[src/rtl/reg_file_sb_pkg.sv]
// Shared constants and types for the register file / write scoreboard.
package reg_file_sb_pkg;

  localparam int NUM_REGS   = 8;
  localparam int REG_ADDR_W = 3;
  localparam int DATA_W     = 16;
  localparam int PEND_W     = 2;
  localparam int PC_IDX     = 7;

  localparam logic RWBAR_WRITE = 1'b0;
  localparam logic RWBAR_IDLE  = 1'b1;

  localparam logic [PEND_W-1:0] PEND_MAX = 2'd3;

  typedef logic [REG_ADDR_W-1:0] reg_addr_t;
  typedef logic [DATA_W-1:0]     data_t;
  typedef logic [PEND_W-1:0]     pend_t;

  function automatic logic wb_hits(input logic rwbar, input reg_addr_t wb_addr, input reg_addr_t addr);
    return (rwbar == RWBAR_WRITE) && (wb_addr == addr);
  endfunction

endpackage

[src/rtl/reg_file_sb_if.sv]
// Write-back, read, issue and PC signals between pipeline stages and the register file.
interface reg_file_sb_if;
  import reg_file_sb_pkg::*;

  data_t     wb_data;
  reg_addr_t wb_addr;
  logic      rwbar;
  reg_addr_t ra_addr;
  reg_addr_t rb_addr;
  data_t     rd_a;
  data_t     rd_b;
  logic      hazard_a;
  logic      hazard_b;
  logic      issue_valid;
  reg_addr_t issue_addr;
  logic      issue_stall;
  logic      pc_we;
  data_t     pc_next;
  data_t     pc_out;
  logic      wb_underflow;

  modport master (
    output wb_data, wb_addr, rwbar, ra_addr, rb_addr, issue_valid, issue_addr, pc_we, pc_next,
    input  rd_a, rd_b, hazard_a, hazard_b, issue_stall, pc_out, wb_underflow
  );

  modport slave (
    input  wb_data, wb_addr, rwbar, ra_addr, rb_addr, issue_valid, issue_addr, pc_we, pc_next,
    output rd_a, rd_b, hazard_a, hazard_b, issue_stall, pc_out, wb_underflow
  );
endinterface

[src/rtl/reg_file_sb_pend_counter.sv]
// Per-register outstanding-write counter; saturates at PEND_MAX, floors at zero.
module pend_counter
  import reg_file_sb_pkg::*;
(
  input  logic  clk,
  input  logic  i_clear,
  input  logic  i_inc,
  input  logic  i_dec,
  output pend_t o_count,
  output logic  o_saturated,
  output logic  o_underflow
);

  pend_t r_count;

  // Count update: simultaneous inc/dec cancel; dec at zero holds zero.
  always_ff @(posedge clk) begin
    if (i_clear) begin
      r_count <= '0;
    end else begin
      case ({i_inc, i_dec})
        2'b10:   r_count <= (r_count == PEND_MAX) ? r_count : r_count + 2'd1;
        2'b01:   r_count <= (r_count == 2'd0) ? r_count : r_count - 2'd1;
        default: r_count <= r_count;
      endcase
    end
  end

  assign o_count     = r_count;
  assign o_saturated = (r_count == PEND_MAX);
  assign o_underflow = i_dec && !i_inc && (r_count == 2'd0);

endmodule

[src/rtl/reg_file_sb.sv]
// R0-R7 register file (R7 = PC) with write-through read bypass and RAW scoreboard.
module reg_file_sb
  import reg_file_sb_pkg::*;
(
  input  logic          clk,
  input  logic          reset,
  reg_file_sb_if.slave  bus
);

  data_t r_regs [NUM_REGS];
  logic  r_underflow;

  pend_t w_cnt   [NUM_REGS];
  logic  [NUM_REGS-1:0] w_sat;
  logic  [NUM_REGS-1:0] w_uf;
  logic  [NUM_REGS-1:0] w_inc;
  logic  [NUM_REGS-1:0] w_dec;
  logic  w_issue_stall;

  // A saturated destination stalls unless this cycle's write-back frees a slot.
  assign w_issue_stall = bus.issue_valid && w_sat[bus.issue_addr]
                         && !wb_hits(bus.rwbar, bus.wb_addr, bus.issue_addr);

  for (genvar g = 0; g < NUM_REGS; g++) begin : g_pend
    assign w_inc[g] = bus.issue_valid && !w_issue_stall && (bus.issue_addr == reg_addr_t'(g));
    assign w_dec[g] = wb_hits(bus.rwbar, bus.wb_addr, reg_addr_t'(g));

    pend_counter u_cnt (
      .clk         (clk),
      .i_clear     (reset),
      .i_inc       (w_inc[g]),
      .i_dec       (w_dec[g]),
      .o_count     (w_cnt[g]),
      .o_saturated (w_sat[g]),
      .o_underflow (w_uf[g])
    );
  end

  // Storage update; a write-back to the PC register overrides the fetch-side update.
  always_ff @(posedge clk) begin
    for (int i = 0; i < NUM_REGS; i++) begin
      if (reset) begin
        r_regs[i] <= '0;
      end else if (w_dec[i]) begin
        r_regs[i] <= bus.wb_data;
      end else if ((i == PC_IDX) && bus.pc_we) begin
        r_regs[i] <= bus.pc_next;
      end else begin
        r_regs[i] <= r_regs[i];
      end
    end
  end

  // Sticky flag for a write-back that found no outstanding issue.
  always_ff @(posedge clk) begin
    if (reset) begin
      r_underflow <= 1'b0;
    end else begin
      r_underflow <= r_underflow | (|w_uf);
    end
  end

  // Read ports with bypass and hazard detection; a single pending write retired now is no hazard.
  always_comb begin
    bus.rd_a     = wb_hits(bus.rwbar, bus.wb_addr, bus.ra_addr) ? bus.wb_data : r_regs[bus.ra_addr];
    bus.rd_b     = wb_hits(bus.rwbar, bus.wb_addr, bus.rb_addr) ? bus.wb_data : r_regs[bus.rb_addr];
    bus.hazard_a = (w_cnt[bus.ra_addr] != 2'd0)
                   && !((w_cnt[bus.ra_addr] == 2'd1) && wb_hits(bus.rwbar, bus.wb_addr, bus.ra_addr));
    bus.hazard_b = (w_cnt[bus.rb_addr] != 2'd0)
                   && !((w_cnt[bus.rb_addr] == 2'd1) && wb_hits(bus.rwbar, bus.wb_addr, bus.rb_addr));
  end

  assign bus.issue_stall  = w_issue_stall;
  assign bus.pc_out       = r_regs[PC_IDX];
  assign bus.wb_underflow = r_underflow;

endmodule

[src/flat_wrapper.sv]
// flat-port wrapper written by rule: the top's interface ports become plain ports
module reg_file_sb_flat import reg_file_sb_pkg::*;
  (clk, reset, bus_wb_data, bus_wb_addr, bus_rwbar, bus_ra_addr, bus_rb_addr, bus_issue_valid, bus_issue_addr, bus_pc_we, bus_pc_next, bus_rd_a, bus_rd_b, bus_hazard_a, bus_hazard_b, bus_issue_stall, bus_pc_out, bus_wb_underflow);
  reg_file_sb_if bus_i ();
  input  logic clk;
  input  logic reset;
  input wire logic [$bits(bus_i.wb_data)-1:0] bus_wb_data;
  input wire logic [$bits(bus_i.wb_addr)-1:0] bus_wb_addr;
  input wire logic [$bits(bus_i.rwbar)-1:0] bus_rwbar;
  input wire logic [$bits(bus_i.ra_addr)-1:0] bus_ra_addr;
  input wire logic [$bits(bus_i.rb_addr)-1:0] bus_rb_addr;
  input wire logic [$bits(bus_i.issue_valid)-1:0] bus_issue_valid;
  input wire logic [$bits(bus_i.issue_addr)-1:0] bus_issue_addr;
  input wire logic [$bits(bus_i.pc_we)-1:0] bus_pc_we;
  input wire logic [$bits(bus_i.pc_next)-1:0] bus_pc_next;
  output wire logic [$bits(bus_i.rd_a)-1:0] bus_rd_a;
  output wire logic [$bits(bus_i.rd_b)-1:0] bus_rd_b;
  output wire logic [$bits(bus_i.hazard_a)-1:0] bus_hazard_a;
  output wire logic [$bits(bus_i.hazard_b)-1:0] bus_hazard_b;
  output wire logic [$bits(bus_i.issue_stall)-1:0] bus_issue_stall;
  output wire logic [$bits(bus_i.pc_out)-1:0] bus_pc_out;
  output wire logic [$bits(bus_i.wb_underflow)-1:0] bus_wb_underflow;
  assign bus_i.wb_data = bus_wb_data;
  assign bus_i.wb_addr = bus_wb_addr;
  assign bus_i.rwbar = bus_rwbar;
  assign bus_i.ra_addr = bus_ra_addr;
  assign bus_i.rb_addr = bus_rb_addr;
  assign bus_i.issue_valid = bus_issue_valid;
  assign bus_i.issue_addr = bus_issue_addr;
  assign bus_i.pc_we = bus_pc_we;
  assign bus_i.pc_next = bus_pc_next;
  assign bus_rd_a = bus_i.rd_a;
  assign bus_rd_b = bus_i.rd_b;
  assign bus_hazard_a = bus_i.hazard_a;
  assign bus_hazard_b = bus_i.hazard_b;
  assign bus_issue_stall = bus_i.issue_stall;
  assign bus_pc_out = bus_i.pc_out;
  assign bus_wb_underflow = bus_i.wb_underflow;
  reg_file_sb u_core (.clk(clk), .reset(reset), .bus(bus_i));
endmodule
[config.mk]
export PLATFORM = sky130hd
export DESIGN_NAME = reg_file_sb_flat
export DESIGN_NICKNAME = d
export VERILOG_FILES = /design/src/rtl/reg_file_sb_pkg.sv /design/src/rtl/reg_file_sb_if.sv /design/src/rtl/reg_file_sb_pend_counter.sv /design/src/rtl/reg_file_sb.sv /design/src/flat_wrapper.sv
export SDC_FILE = /design/constraint.sdc
export NUM_CORES = 1
export LEC_CHECK = 0
export CORE_MARGIN = 2
export CORE_UTILIZATION = 65
export DETAILED_ROUTE_END_ITERATION = 7
export DONT_BUFFER_PORTS = 1
export GPL_ROUTABILITY_DRIVEN = 0
export PLACE_DENSITY = 0.93
export SLEW_MARGIN = 20
export SYNTH_ARGS = -nofsm -noshare
export SYNTH_HDL_FRONTEND = slang
export SYNTH_SLANG_ARGS = --single-unit
[constraint.sdc]
create_clock -name clk -period 5.55 [get_ports clk]
set_input_delay 0.8325 -clock clk [delete_from_list [all_inputs] [get_ports clk]]
set_output_delay 0.8325 -clock clk [all_outputs]
set_load 0.01 [all_outputs]
==> metrics.md, run 1 <==
| Metric | Value |
|---|---|
| Status | `complete, no violations` |
| Reg2Reg Setup Slack | `3230 ps` |
| Clock skew | `3.501 ps` |
| H-tree Lvls | `4` |
| Slew margin rel. | `0.2525` |
| Worst setup EP type | `primary output` |
| Clock root cell | `clkbuf_16` |
| CTS Buf Count | `17` |
| Seq cells post-synth | `145` |
| Post-synth top area share | `0.4504` |
| HP Class | `in2reg` |
| Sequential share of the synthesized area | `0.4903` |
| Syn Area/Cell | `12.72 sq um` |
| Pwr/cell area | `308.3 mW/mm^2` |
| Worst Tran Pin Value | `1117 ps` |
| EDFF count, synth | `128` |
| Antenna diodes | `0` |
| Syn nets | `720` |
| Top-count cell post-synth | `edfxtp_1` |
| Worst vdd rail ir drop | `0.0002180 V` |
| Slew Viols, Final | `0` |
| Worst-path maximum fanout | `9` |
| Routed via count | `6386` |
| Largest net degree at the start of global routing | `91` |
| Post-route ant nets | `0` |
| Hold path endpoint | `u_core.g_pend[6].u_cnt.o_count[1]$_SDFFE_PP0P_` |
| Initial core utilization | `0.6708` |
| Ports | `101` |
| Slowest cell on crit path | `mux4_2` |
| Leak | `3.454 nW` |
| Routed WL | `24.29 mm` |
| TritonCTS Sinks | `145` |
| CTS tree | `done` |
| # DRC | `0` |
| Placement Setup Slack | `2583 ps` |
| CTS Buffer Depth | `2` |
| First DRT Iteration DRCs | `974` |
| Die height | `118.6 um` |
| CP cell instances | `nand2_1 -> mux4_2 -> mux2_2 -> nor3b_1` |
| Hold-fix buffers, CTS | `0` |
| Layout cells sized above 1 | `0.2028` |
| Post-CTS sizing | `0` |
| Area delta synth->final | `8.093%` |
| Drt wl/cell | `29.51 um` |
| Total GRT Usage | `0.3551` |
| Ys async rst share | `0` |
| Largest cells by area after synthesis | `edfxtp_1, mux4_2, and3_1` |
| Top_reg_cell synth | `edfxtp_1` |
| Later-pin clock latency in the skew report | `430 ps` |
| First-pass GRT wire length | `36.85 mm` |
| Yosys top cell by area | `edfxtp_1` |
| Worst setup margin | `2535 ps` |
| Req. time, crit path | `4720 ps` |
| Post-CTS Setup Bufs | `0` |
| Via density | `7.759` |
| Yosys warns | `0` |
| Clk pin slew, worst setup/hold paths | `60 ps` |
| Hold path start | `reset` |
| Die width | `118.6 um` |
| Die area | `0.01406 sq mm` |
| Nets@finish | `687` |
| Max-Cap Viols | `0` |
| Synth top cells by count | `edfxtp_1, and3_1, mux4_2, nand2_1, clkbuf_1` |
| Post-Synthesis Cell Area | `0.008534 sq mm` |
| Non-filler cells, final | `823` |
| Endpoints failing setup | `0` |
| RSZ-0062 raised after global routing | `false` |
| Post-layout min period | `3015 ps` |
| WS Path Type | `reg2out` |
| Drt pass-1 iters | `6` |
| Fmax | `331.6 MHz` |
| Core area | `0.01272 sq mm` |
| Worst Path Arrival | `2180 ps` |
| Post-synthesis cell count | `671` |
| Final hold violations | `0` |
| Filler cell count | `795` |
| IO Port Bufs | `0` |
| Number of global-route vias before repair | `6268` |
| Worst setup SP type | `register` |
| Number of distinct library cells after synthesis | `45` |
| Max incr delay on CP | `540 ps` |
| Final setup TNS | `0 ps` |
| Final period utilization | `0.5433` |
| Gr ovfl total | `0` |
| Inst Count DP | `791` |
| Placement Rows | `41` |
| Worst R2R End | `u_core.g_pend[7].u_cnt.o_count[0]$_SDFFE_PP0P_` |
| Initial antenna violation count | `0` |
| Beginning of the worst register-to-register path | `u_core.g_pend[7].u_cnt.o_count[0]$_SDFFE_PP0P_` |
| Cells on worst reg2reg path | `6` |
| Hold Path Stages | `1` |
| Detailed placement HPWL | `15.30 mm` |
[stage by stage]
| stage | power (W) | util | cell area [sq um] | hold WS [ps] |
|---|---|---|---|---|
| 4_1_cts | 0.002827 | 0.7251 | 9225 | 456.8 |
| 5_1_grt | 0.002897 | 0.7251 | 9225 | 461.0 |
| 3_3_place_gp | 0.001620 | 0.6766 | 8608 | 506.2 |
| 2_1_floorplan | 0.001583 | - | 8534 | 490.2 |
| 3_5_place_dp | 0.001643 | 0.6766 | 8608 | 524.3 |
| 6_report | 0.002844 | 0.7251 | 9225 | 467.5 |
[routing by layer]
| layer | global-route usage | routed length, um |
|---|---|---|
| met1 | 0.4334 | 7777 |
| met2 | 0.5733 | 11800 |
| met3 | 0.1009 | 3307 |
| met4 | 0.1942 | 1407 |
| met5 | 0 | 0 |
[flip-flops by register name (all words and copies together), names as in the netlist]
name / cells
u_core.r_regs: 128
u_core.g_pend.u_cnt.o_count: 16
u_core.bus.wb_underflow: 1
[logic make-up after synthesis]
kind of cell,Yosys count,synth area share
compound gates,96,0.07228
xor+xnor,10,0.01114
buf+inv,66,0.03167
flops,145,0.4903
mux,111,0.2393
simple gates,243,0.1554
[report_power, final]
| part | internal (W) | switching, W |
|---|---|---|
| sequential | 0.00126 | 0.0000579 |
| clock | 0.000748 | 0.000459 |
| combinational | 0.000145 | 0.000173 |
| total | 0.00215 | 0.000690 |
[critical path: cells and delay by family (launching register included)]
family,cells,cell delay [ps]
flops,1,480
mux,2,820
simple gates,2,450
[worst max path at each step]
stage | start | endpoint | slack [ps] | cells after the start
6_report | u_core.g_pend[7].u_cnt.o_count[0]$_SDFFE_PP0P_ | bus_issue_stall | 2530 | 4
2_1_floorplan | bus_rb_addr[2] | bus_rd_b[10] | 2290 | 6
4_1_cts | u_core.g_pend[7].u_cnt.o_count[0]$_SDFFE_PP0P_ | bus_issue_stall | 2520 | 4
3_5_place_dp | bus_wb_addr[2] | bus_hazard_a | 2580 | 6
3_3_place_gp | bus_issue_addr[1] | bus_issue_stall | 2710 | 3
5_1_grt | u_core.g_pend[7].u_cnt.o_count[0]$_SDFFE_PP0P_ | bus_issue_stall | 2420 | 4
[cells in the final DEF (no fill, tap or decap), drive strengths merged, types with 6 or more instances in the layout]
cell,Yosys,routed
mux4,74,74
nor2,21,21
nor4,6,6
a22o,17,17
or3,6,6
and3,97,97
mux2i,33,33
xor2,10,10
nand2b,6,6
nor3,13,13
nand2,61,61
buf,16,11
and2,16,16
a21oi,13,13
o21ai,45,45
edfxtp,128,128
clkbuf,47,17
clkinv,0,7
dfxtp,17,17
[layout make-up]
class	instances	area (sq um)	share of cell area
inverters	3	11.26	0.001221
clock inverters	15	191.4	0.02075
flip-flops and latches	145	4184	0.4535
repair buffers	11	82.58	0.008952
well taps	172	215.2	0.02333
clock buffers	17	425.4	0.04611
multi-input cells	460	4115	0.4461
No activity file was read; power rests on OpenSTA's default activity.
==> inputs of run 2 (changes only) <==
- CORE_UTILIZATION: 65 -> 58
- PLACE_DENSITY: 0.93 -> 0.88
- clock period: 5.55 -> 2.53 ns (I/O delays scaled with it)
==> metrics.md, run 2 (same netlist as run 1, synthesis figures left out) <==
| Metric | Value |
|---|---|
| Status | `complete, no violations` |
| Die area | `0.01570 sq mm (+12%)` |
| Non-filler cells, final | `842 (+2.3%)` |
| Finished Cell Area | `0.009266 sq mm (+0.45%)` |
| Layout cells sized above 1 | `0.2173 (+0.01456)` |
| IO Port Bufs | `0 (unchanged)` |
| Final period utilization | `0.9706` |
| Slew Viols, Final | `0 (unchanged)` |
| Worst-path maximum fanout | `8 (-1)` |
| Post-layout min period | `2456 ps` |
| Gr ovfl total | `0 (unchanged)` |
| Initial core utilization | `0.5894 (-0.08139)` |
| Final hold violations | `0 (unchanged)` |
| Pwr/cell area | `657.0 mW/mm^2 (+110%)` |
| Later-pin clock latency in the skew report | `420 ps (about the same)` |
| Slew margin rel. | `0.4538 (+0.2013)` |
| Max FFs per register | `128 (unchanged)` |
| Req. time, crit path | `2150 ps (-2570 ps)` |
| Drt wl/cell | `29.07 um (-1.5%)` |
| Die width | `125.3 um (+5.7%)` |
| Leak | `3.478 nW (+0.70%)` |
| Worst setup SP type | `register` |
| Worst setup margin | `74.34 ps (-2460 ps)` |
| Clock root cell | `clkbuf_16` |
| Routed via count | `6358 (-0.44%)` |
| Hold-fix buffers, CTS | `0 (unchanged)` |
| Worst vdd rail ir drop | `0.0006205 V (+180%)` |
| First DRT Iteration DRCs | `1027 (+5.4%)` |
| Detailed placement HPWL | `15.43 mm (+0.86%)` |
| Fmax | `407.2 MHz` |
| Routed WL | `24.48 mm (+0.79%)` |
| CTS Buf Count | `17 (unchanged)` |
| CTS tree | `done` |
| Antenna diodes | `0 (unchanged)` |
| RSZ-0062 raised after global routing | `false` |
| Area delta synth->final | `8.576%` |
| Total GRT Usage | `0.3164 (-0.03869)` |
| CTS Buffer Depth | `2 (unchanged)` |
| Nets@finish | `694 (+1.0%)` |
| Worst Tran Pin Value | `819.2 ps (-297.8 ps)` |
| Largest net degree at the start of global routing | `53 (-42%)` |
| WS Path Type | `reg2out` |
| Endpoints failing setup | `0 (unchanged)` |
| Placement Setup Slack | `215.7 ps (-2367 ps)` |
| Worst Path Arrival | `2080 ps (-100 ps)` |
| Commonest cells after routing, fill and taps aside | `edfxtp_1, and3_1, mux4_2` |
| Die height | `125.3 um (+5.7%)` |
| Placement Rows | `44 (+7.3%)` |
| H-tree Lvls | `4 (unchanged)` |
| Inst Count DP | `810 (+2.4%)` |
| First-pass GRT wire length | `37.18 mm (+0.90%)` |
| Number of global-route vias before repair | `6318 (+0.80%)` |
| Worst Hold Slack | `8.938 ps (-458.6 ps)` |
| Post-CTS Setup Bufs | `0 (unchanged)` |
| Most flop-heavy register | `u_core.r_regs` |
| Ports | `101 (unchanged)` |
| Clk pin slew, worst setup/hold paths | `60 ps (about the same)` |
| Filler cell count | `1001 (+26%)` |
| Initial antenna violation count | `0 (unchanged)` |
| HP Class | `in2reg` |
| # DRC | `0 (unchanged)` |
| Max-Cap Viols | `0 (unchanged)` |
| Most common cell after layout, fill and taps aside | `edfxtp_1` |
| Via density | `7.551 (-2.7%)` |
| Clock skew | `4.275 ps (+0.7741 ps)` |
| Core area | `0.01448 sq mm (+14%)` |
| Dpl cell area | `0.008676 sq mm (+0.78%)` |
| Worst setup EP type | `primary output` |
| TritonCTS Sinks | `145 (unchanged)` |
| Post-route ant nets | `0 (unchanged)` |
| Drt pass-1 iters | `6 (unchanged)` |
| Final setup TNS | `0 ps (unchanged)` |
-- run 2: path summary, 6_finish.rpt --
| kind | start | end | slack [ps] | cells past startpoint |
|---|---|---|---|---|
| max | u_core.g_pend[0].u_cnt.o_count[0]$_SDFFE_PP0P_ | bus_issue_stall | 70 | 4 |
| min | reset | u_core.g_pend[4].u_cnt.o_count[1]$_SDFFE_PP0P_ | 9 | 1 |
| max reg2reg | u_core.g_pend[6].u_cnt.o_count[0]$_SDFFE_PP0P_ | u_core.g_pend[7].u_cnt.o_count[0]$_SDFFE_PP0P_ | 180 | 6 |
| min reg2reg | u_core.g_pend[4].u_cnt.o_count[1]$_SDFFE_PP0P_ | u_core.g_pend[4].u_cnt.o_count[1]$_SDFFE_PP0P_ | 500 | 2 |
-- run 2: cell type report --
cell class / count / area (sq um) / area share
Clock buffer: 17 / 425.4 / 0.04591
Clock inverter: 15 / 156.4 / 0.01688
Inverter: 3 / 11.26 / 0.001215
Multi-Input combinational cell: 460 / 4120 / 0.4446
Sequential cell: 145 / 4188 / 0.4519
Tap cell: 184 / 230.2 / 0.02484
Timing Repair Buffer: 18 / 135.1 / 0.01458
-- run 2: critical path, stage by stage (launching register included) --
cell and delay, ps:
dfxtp_1 490, nand2_1 100, mux4_2 520, mux2_2 290
nor3b_2 260
-- run 2: power breakdown --
part           switching, W  total, W  internal [W]
clock               0.00103   0.00250       0.00146
sequential         0.000118   0.00288       0.00277
combinational      0.000382  0.000707      0.000325
-- run 2: timing repair --
action	CTS	global route
endpoints found under the setup margin	1	1
cloned	0	0
pin swaps	0	0
resized for setup	1	3
-- run 2: layer usage --
layer / wire (um) / vias up / track usage
met4: 1036 / 0 / 0.1346
met2: 12200 / 592 / 0.5163
met5: 0 / - / 0
met3: 3366 / 99 / 0.09713
met1: 7881 / 3081 / 0.3960
li1: - / 2586 / -
-- run 2: through the flow --
stage,total power [W],utilization
global route,0.006241,0.6400
finish,0.006088,0.6400
floorplan,0.003473,-
global placement,0.003563,0.5992
detailed placement,0.003612,0.5992
CTS,0.006074,0.6397
==> inputs of run 3 (changes only) <==
- CORE_ASPECT_RATIO: default -> 0.75
- HOLD_SLACK_MARGIN: default -> 0.02
==> metrics.md, run 3 (same netlist as run 1, synthesis figures left out) <==
| Metric | Value |
|---|---|
| Nets@finish | `698 (+0.58%)` |
| Endpoints failing setup | `0 (unchanged)` |
| First-pass GRT wire length | `37.18 mm (unchanged)` |
| Gate power share | `0.118 (+0.002)` |
| TritonCTS Sinks | `145 (unchanged)` |
| Psw | `0.001516 W (-1.2%)` |
| Slew Viols, Final | `0 (unchanged)` |
| Total GRT Usage | `0.3273 (+0.01092)` |
| Cells on worst reg2reg path | `6 (unchanged)` |
| Worst R2R End | `u_core.g_pend[7].u_cnt.o_count[0]$_SDFFE_PP0P_` |
| Initial core utilization | `0.5924 (+0.002969)` |
| Drt pass-1 iters | `6 (unchanged)` |
| Commonest cells after routing, fill and taps aside | `edfxtp_1, and3_1, mux4_2` |
| Layout cells sized above 1 | `0.2205 (+0.003219)` |
| Worst vdd rail ir drop | `0.0004598 V (-26%)` |
| Later-pin clock latency in the skew report | `430 ps (about the same)` |
| Clock power share | `0.420 (+0.010)` |
| CTS Buf Count | `17 (unchanged)` |
| IO Port Bufs | `0 (unchanged)` |
| CTS Buffer Depth | `2 (unchanged)` |
| Slew margin rel. | `0.4760 (+0.02213)` |
| Crit path to | `bus_issue_stall` |
| Drt wl/cell | `29.21 um (+0.46%)` |
| Most flop-heavy register | `u_core.r_regs` |
| Routed WL | `25.18 mm (+2.9%)` |
| Filler cell count | `941 (-6.0%)` |
| Final hold violations | `0 (unchanged)` |
| Final period utilization | `0.9965 (+0.02589)` |
| Clk pin slew, worst setup/hold paths | `60 ps (about the same)` |
| Die width | `144.1 um (+15%)` |
| Worst setup SP type | `register` |
| Req. time, crit path | `2150 ps (about the same)` |
| Reg2Reg Setup Slack | `200 ps (+20 ps)` |
| Fmax | `396.6 MHz (-2.6%)` |
| Clock skew | `5.511 ps (+1.236 ps)` |
| Area delta synth->final | `9.793%` |
| Worst Path Arrival | `2140 ps (+60 ps)` |
| Max FFs per register | `128 (unchanged)` |
| Die height | `109.1 um (-13%)` |
| Pwr/cell area | `667.5 mW/mm^2 (+1.6%)` |
| Internal | `0.004738 W (+4.1%)` |
| Via density | `7.653 (+1.4%)` |
| RSZ-0062 raised after global routing | `false` |
| # DRC | `0 (unchanged)` |
| Worst-path maximum fanout | `7 (-1)` |
| Die area | `0.01571 sq mm (about the same)` |
| Placement Rows | `38 (-14%)` |
| WS Path Type | `reg2out` |
| Final Util | `0.6504 (+0.01043)` |
| Antenna diodes | `0 (unchanged)` |
| Non-filler cells, final | `862 (+2.4%)` |
| Origin of the worst setup path | `u_core.g_pend[6].u_cnt.o_count[1]$_SDFFE_PP0P_` |
| Status | `complete, no violations` |
| Routed via count | `6597 (+3.8%)` |
| Beginning of the worst register-to-register path | `u_core.g_pend[6].u_cnt.o_count[1]$_SDFFE_PP0P_` |
| Worst setup EP type | `primary output` |
| Post-CTS Setup Bufs | `0 (unchanged)` |
| Worst Tran Pin Value | `786.1 ps (-33.19 ps)` |
| Post-route ant nets | `0 (unchanged)` |
| Post-layout min period | `2521 ps (+65.51 ps)` |
| Detailed placement HPWL | `15.59 mm (+1.0%)` |
| Area of the multi-input gates | `0.004120 sq mm (unchanged)` |
| Seq pwr share | `0.462 (-0.012)` |
| Largest net degree at the start of global routing | `64 (+21%)` |
| Number of global-route vias before repair | `6202 (-1.8%)` |
| Gr ovfl total | `0 (unchanged)` |
| Leak | `3.511 nW (+0.96%)` |
| Core area | `0.01441 sq mm (-0.50%)` |
| Storage cell area | `0.004190 sq mm (about the same)` |
| Ports | `101 (unchanged)` |
| Final setup TNS | `0 ps (unchanged)` |
| Inst Count DP | `828 (+2.2%)` |
| HP Class | `in2reg` |
| Max-Cap Viols | `0 (unchanged)` |
| CTS tree | `done` |
| H-tree Lvls | `4 (unchanged)` |
| First DRT Iteration DRCs | `1200 (+17%)` |
| Most common cell after layout, fill and taps aside | `edfxtp_1` |
| Clock root cell | `clkbuf_16` |
| Switching Fraction | `0.2424 (-0.009712)` |
| Initial antenna violation count | `0 (unchanged)` |
run 3: changes by cell type in the layout (fill, tap and decap cells not counted):
| cell | previous run | this run |
|---|---|---|
| buf_12 | 0 | 1 |
| dlygate4sd3_1 | 0 | 2 |
| bufinv_16 | 2 | 4 |
| inv_6 | 5 | 2 |
| clkinvlp_4 | 2 | 3 |
| dfxtp_1 | 14 | 12 |
| inv_8 | 1 | 0 |
| buf_4 | 18 | 19 |
| dfxtp_2 | 3 | 5 |
| clkinv_1 | 2 | 3 |
run 3: metrics by stage:
| step | cell area (sq um) | setup slack [ps] | hold WS [ps] | power, W |
|---|---|---|---|---|
| after floorplan | 8534 | 126.8 | 490.2 | 0.003473 |
| after global placement | 8723 | 281.5 | 452.9 | 0.003575 |
| after detailed placement | 8723 | 252.0 | 453.1 | 0.003618 |
| after CTS | 9354 | 18.28 | 20.77 | 0.006219 |
| after global routing | 9370 | 6.275 | 140.7 | 0.006376 |
| final | 9370 | 8.828 | 149.3 | 0.006254 |
run 3: worst min-delay path by stage:
stage / from / to / depth (start not counted)
finish: bus_wb_data[9] / u_core.r_regs[6][9]$_SDFFCE_PN0P_ / 1
global route: bus_wb_data[9] / u_core.r_regs[6][9]$_SDFFCE_PN0P_ / 1
CTS: reset / u_core.g_pend[2].u_cnt.o_count[0]$_SDFFE_PP0P_ / 1
detailed placement: reset / u_core.g_pend[1].u_cnt.o_count[1]$_SDFFE_PP0P_ / 1
global placement: reset / u_core.g_pend[7].u_cnt.o_count[0]$_SDFFE_PP0P_ / 1
floorplan: u_core.g_pend[1].u_cnt.o_count[1]$_SDFFE_PP0P_ / u_core.g_pend[1].u_cnt.o_count[1]$_SDFFE_PP0P_ / 2
run 3: cell type report:
cell class / instances / share of cell area
well taps: 200 / 0.02671
multi-input cells: 460 / 0.4397
clock inverters: 15 / 0.02030
clock buffers: 17 / 0.04540
repair buffers: 22 / 0.01950
flip-flops and latches: 145 / 0.4472
inverters: 3 / 0.001202
run 3: critical path, stage by stage, from the launching register on:
cell	delay (ps)
dfxtp_1	490
nand2_1	110
mux4_2	530
mux2_2	300
nor3b_2	280
run 3: timing repair:
item / CTS / global route
hold endpoints to repair: 13 / 2
pin swaps: 0 / 0
gates cloned: 0 / 0
gates resized for setup: 1 / 5
hold buffers: 1 / 1
endpoints found under the setup margin: 1 / 1
run 3: metal layers:
layer | vias to the layer above | track usage | share of wire | wire, um
met1 | 3163 | 0.4375 | 0.33 | 8338
met5 | - | 0 | 0 | 0
li1 | 2598 | - | - | -
met3 | 137 | 0.1063 | 0.16 | 3903
met2 | 699 | 0.4956 | 0.46 | 11680
met4 | 0 | 0.1457 | 0.050 | 1261
run 3: power groups by stage:
stage | combinational (W) | clock, W | sequential [W]
CTS | 0.000715 | 0.00262 | 0.00288
floorplan | 0.000595 | 0 | 0.00288
global placement | 0.000678 | 0 | 0.00290
finish | 0.000736 | 0.00263 | 0.00289
detailed placement | 0.000696 | 0 | 0.00292
global route | 0.000760 | 0.00272 | 0.00290
